==> config.mk <==
export PLATFORM = sky130hd
export DESIGN_NAME = seven_seg_scan
export DESIGN_NICKNAME = d
export VERILOG_FILES = /design/src/rtl/seven_seg_pkg.sv /design/src/rtl/refresh_tick_gen.sv /design/src/rtl/seven_seg_scan.sv
export SDC_FILE = /design/constraint.sdc
export NUM_CORES = 1
export LEC_CHECK = 0
export CAP_MARGIN = 20
export CORE_UTILIZATION = 33
export DETAILED_ROUTE_END_ITERATION = 7
export GPL_ROUTABILITY_DRIVEN = 0
export PLACE_DENSITY_LB_ADDON = 0.1
export SYNTH_ARGS = -nofsm -noshare
export SYNTH_HDL_FRONTEND = slang
export SYNTH_SLANG_ARGS = --single-unit
==> constraint.sdc <==
create_clock -name clk -period 3.45 [get_ports clk]
set_input_delay 0.8625 -clock clk [delete_from_list [all_inputs] [get_ports clk]]
set_output_delay 0.8625 -clock clk [all_outputs]
set_load 0.1 [all_outputs]
==> src/rtl/seven_seg_pkg.sv <==
// Shared types and constants for the multiplexed seven-segment scanner.
package seven_seg_pkg;

  typedef enum logic [1:0] {
    BLANK = 2'd0,
    WAIT  = 2'd1,
    SHOW  = 2'd2
  } scan_state_e;

  localparam int         NUM_DIGITS = 4;
  localparam logic [7:0] SEG_OFF    = 8'hFF;
  localparam logic [3:0] AN_OFF     = 4'hF;

  // Active-low one-hot anode pattern for a digit index.
  function automatic logic [3:0] an_sel(input logic [1:0] d);
    an_sel = ~(4'b0001 << d);
  endfunction

endpackage

==> src/rtl/refresh_tick_gen.sv <==
// Free-running prescaler; tick is high for one cycle every REFRESH_DIV cycles.
module refresh_tick_gen #(
  parameter int REFRESH_DIV = 50000,
  parameter int CNT_W       = 16
) (
  input  logic clk,
  input  logic rst_n,
  output logic tick
);

  localparam logic [CNT_W-1:0] LAST = CNT_W'(REFRESH_DIV - 1);

  logic [CNT_W-1:0] cnt_q, cnt_d;

  always_comb begin
    tick  = (cnt_q == LAST);
    cnt_d = tick ? '0 : cnt_q + 1'b1;
  end

  always_ff @(posedge clk or negedge rst_n) begin
    if (!rst_n) cnt_q <= '0;
    else        cnt_q <= cnt_d;
  end

endmodule

==> src/rtl/seven_seg_scan.sv <==
// Holds the last two received bytes as four hex digits and scans them onto a
// multiplexed display, fetching each digit's pattern from an external 1-cycle ROM.
module seven_seg_scan
  import seven_seg_pkg::*;
#(
  parameter int REFRESH_DIV = 50000,
  parameter int CNT_W       = 16
) (
  input  logic       clk,
  input  logic       rst_n,
  input  logic [7:0] rx_data,
  input  logic       rx_valid,
  input  logic       clr,
  output logic [3:0] rom_add,
  input  logic [7:0] rom_data,
  output logic [7:0] seg,
  output logic [3:0] an
);

  logic tick;

  refresh_tick_gen #(.REFRESH_DIV(REFRESH_DIV), .CNT_W(CNT_W)) u_tick (
    .clk   (clk),
    .rst_n (rst_n),
    .tick  (tick)
  );

  scan_state_e                      state_q, state_d;
  logic [NUM_DIGITS-1:0][3:0]       hist_q, hist_d;
  logic [1:0]                       fill_q, fill_d;
  logic [1:0]                       digit_q, digit_d;
  logic [3:0]                       rom_add_q, rom_add_d;
  logic                             lit_q, lit_d;
  logic                             populated;
  logic                             show_on;

  // Upper two digits only come from the older byte, so they need both bytes.
  assign populated = digit_q[1] ? (fill_q == 2'd2) : (fill_q != 2'd0);

  always_comb begin
    hist_d    = hist_q;
    fill_d    = fill_q;
    state_d   = state_q;
    digit_d   = digit_q;
    rom_add_d = rom_add_q;
    lit_d     = lit_q;

    if (clr) begin
      hist_d = '0;
      fill_d = 2'd0;
    end else if (rx_valid) begin
      hist_d = {hist_q[1:0], rx_data};
      fill_d = (fill_q == 2'd2) ? 2'd2 : fill_q + 2'd1;
    end

    // Nibble and populated flag are snapshotted at fetch so mid-slot updates
    // or clears never disturb the digit currently being shown.
    case (state_q)
      BLANK: begin
        rom_add_d = hist_q[digit_q];
        lit_d     = populated;
        state_d   = WAIT;
      end
      WAIT:  state_d = SHOW;
      SHOW: begin
        if (tick) begin
          digit_d = digit_q + 2'd1;
          state_d = BLANK;
        end
      end
      default: state_d = BLANK;
    endcase
  end

  always_ff @(posedge clk or negedge rst_n) begin
    if (!rst_n) begin
      state_q   <= BLANK;
      hist_q    <= '0;
      fill_q    <= 2'd0;
      digit_q   <= 2'd0;
      rom_add_q <= 4'd0;
      lit_q     <= 1'b0;
    end else begin
      state_q   <= state_d;
      hist_q    <= hist_d;
      fill_q    <= fill_d;
      digit_q   <= digit_d;
      rom_add_q <= rom_add_d;
      lit_q     <= lit_d;
    end
  end

  // Drive decodes straight from registered state: lit for the whole SHOW
  // state, and dark the instant reset clears the state register.
  assign show_on = (state_q == SHOW) && lit_q;
  assign rom_add = rom_add_q;
  assign an      = show_on ? an_sel(digit_q) : AN_OFF;
  assign seg     = show_on ? rom_data : SEG_OFF;

endmodule

==> flow_metrics.tcl <==
set metrics [dict create \
    status "completed" \
    cts_tree "built" \
    crit_family "buffers and inverters" \
    dpl.hpwl_um 2780 \
    ios 36 \
    grt_antenna_before_repair 0 \
    max_stage_delay_ns 0.45 \
    ys_top_cells_by_area "dfrtp_1, mux2i_1, nor2_1, mux4_2, ha_1" \
    leakagePower_uw 0.00118 \
    netlist_area_um2 2080 \
    synth.yosys.warnings 0 \
    hold_class "primary input to async pin" \
    grt_max_degree 44 \
    ys.flop_type "dfrtp_1" \
    numClockSinks 43 \
    seqCellArea_um2 1080 \
    die_h_um 81.5 \
    cp.arrival_ns 1.71 \
    die_x_um 81.5 \
    h-tree-depth 2 \
    vias 1412 \
    yosysMostFrequentCell "dfrtp_1" \
    slew_viol_final 0 \
    yosysUniqueCellTypes 31 \
    drive_gt1_share_pct 21.4 \
    ys_top_cells_by_count "dfrtp_1, nor2_1, mux2i_1" \
    startpoint "rom_data[5]" \
    drt_wl_total_um 3940 \
    report.power.total_uw 962 \
    vdd_drop_max_mv 0.169 \
    min_period_ns 2.57 \
    clockBufferDepth 2 \
    ant_nets 0 \
    track_usage_pct 13.7 \
    clk_pin_slew_ns 0.08 \
    postCtsSetupBuffers 0 \
    dr.pass1.iters 4 \
    yosysTopAreaCellShare_pct 51.6 \
    core_um2 5990 \
    grt_pass1_vias 1476 \
    rows 28 \
    ys_ff_latch 43 \
    ys_async_sr_fraction_pct 100 \
    wl_per_cell_um 13.6 \
    maxCapViolations 0 \
    r2r-end "digit_q[1]$_DFFE_PN0P_" \
    crit_end "seg[5]" \
    fin_crit_sh_pct 74.5 \
    clock_skew_ns 0.00464 \
    rsz0062_at_grt "no" \
    whs_ns 0.495 \
    initial_core_util_pct 34.8 \
    crit_buf_inv 2 \
    worstSetupPathType "primary input to output pin" \
    drcViolationCount 0 \
    n_fill_cell 572 \
    rrSetupSlack_ns 1.64 \
    crit_chain "clkdlybuf4s50_1, nand2b_1, buf_4" \
    finalSetupViolCount 0 \
    hold_buffers 0 \
    r2r_cells 5 \
    synth_nets 203 \
    diodes 0 \
    area_growth_pct 23.5 \
    maxSlewHeadroom_pct 55.3 \
    tightest_slew_ns 0.669 \
    p_per_area_nw_per_um2 374 \
    finalHoldViolCount 0 \
    cts_buffers 5 \
    end_kind "output pin" \
    critical-path-slowest-cell "clkdlybuf4s50_1" \
    grt_pass1_wl_um 6720 \
    critical_path.startpoint_type "primary input" \
    synth_area_leader_cell "dfrtp_1" \
    reg2reg_from "u_tick.cnt_q[0]$_DFF_PN0_" \
    nets 240 \
    clockRootBuffer "clkbuf_8" \
    drt_iter0_markers 55 \
    finalSetupTns_ns 0 \
    max_freq_mhz 389 \
    viasPerCell 4.87 \
    clk-insertion-delay-late_ns 0.30 \
    dieArea_um2 6640 \
    grt_overflow 0 \
    yosysSeqAreaShare_pct 51.6 \
    synth_edf_count 0 \
    required_ns 2.59 \
    synth.avg_cell_area_um2 11.8 \
    cp_max_fo 1 \
    port_buffers 35 \
    cts_resized 0 \
    synthCells 177 \
    path_depth 3 \
    multi_input_area_um2 950 \
]
[cell families after synthesis]
| logic type | synth area share (%) |
|---|---|
| buffers and inverters | 2.82 |
| DFF | 51.6 |
| and+or+nand+nor | 18.3 |
| AOI/OAI and AO/OA | 0.240 |
| adders and majority gates | 3.60 |
| xor gates and xnor gates | 6.30 |
| muxes | 17.1 |
[final cells by class]
| cell class | count | share of cell area [%] |
|---|---|---|
| multi-input combinational | 121 | 36.9 |
| timing repair buffer | 37 | 12.9 |
| inverter | 6 | 0.875 |
| clock buffer | 8 | 3.89 |
| tap | 75 | 3.64 |
| sequential | 43 | 41.8 |
[through the flow]
step | utilization [%] | area, um2 | setup slack, ns | std cells
final | 43.0 | 2570 | 0.881 | 290
after global routing | 43.0 | 2570 | 0.826 | 290
after CTS | 42.6 | 2550 | 0.869 | 289
after detailed placement | 41.0 | 2450 | 0.872 | 281
after global placement | 41.0 | 2450 | 0.893 | 281
after floorplan | - | 2080 | 0.974 | 177
[report_power, final]
part	switching [uW]	internal, uW	total (uW)	leakage (uW)
Clock	167	183	350	0.0000515
Combinational	45.0	43.0	87.9	0.000559
Sequential	8.20	516	524	0.000570
[state kept, by name, summed over array words and instances (netlist names)]
signal,cells
hist_q,16
u_tick.cnt_q,16
rom_add,4
digit_q,2
fill_q,2
state_q,2
lit_q,1
[worst min path at each step]
stage / cells after the start / endpoint / start / slack (ns)
2_1_floorplan: 1 / u_tick.cnt_q[0]$_DFF_PN0_ / u_tick.cnt_q[0]$_DFF_PN0_ / 0.45
3_3_place_gp: 1 / u_tick.cnt_q[0]$_DFF_PN0_ / u_tick.cnt_q[0]$_DFF_PN0_ / 0.47
3_5_place_dp: 1 / u_tick.cnt_q[0]$_DFF_PN0_ / u_tick.cnt_q[0]$_DFF_PN0_ / 0.49
4_1_cts: 1 / u_tick.cnt_q[0]$_DFF_PN0_ / u_tick.cnt_q[0]$_DFF_PN0_ / 0.50
5_1_grt: 1 / hist_q[4]$_DFFE_PN0P_ / rst_n / 0.53
6_report: 1 / hist_q[4]$_DFFE_PN0P_ / rst_n / 0.50
[per-layer routing]
metal  share of wire, %  GRT usage, %
met1                 48          17.7
met2                 45          21.8
met3                5.5          3.44
met4                1.5          5.89
met5                  0             0
[cells in the final DEF (no fill, tap or decap), types with 2 or more instances in the layout]
| master | netlist | layout |
|---|---|---|
| nand4_1 | 3 | 3 |
| mux4_2 | 4 | 4 |
| mux2_4 | 2 | 2 |
| nor3_1 | 2 | 2 |
| mux2_2 | 5 | 5 |
| buf_4 | 0 | 17 |
| nor4_1 | 2 | 2 |
| xor2_1 | 7 | 7 |
| inv_1 | 6 | 6 |
| clkbuf_8 | 0 | 7 |
| mux2i_1 | 18 | 18 |
| nor2_1 | 30 | 30 |
| nand3_1 | 6 | 6 |
| dfrtp_1 | 43 | 43 |
| ha_1 | 6 | 6 |
| and4bb_2 | 2 | 2 |
| nand2b_1 | 8 | 8 |
| clkdlybuf4s50_1 | 0 | 18 |
| xnor2_1 | 8 | 8 |
| nand2_1 | 7 | 7 |
(Power assumes the default switching activity.)
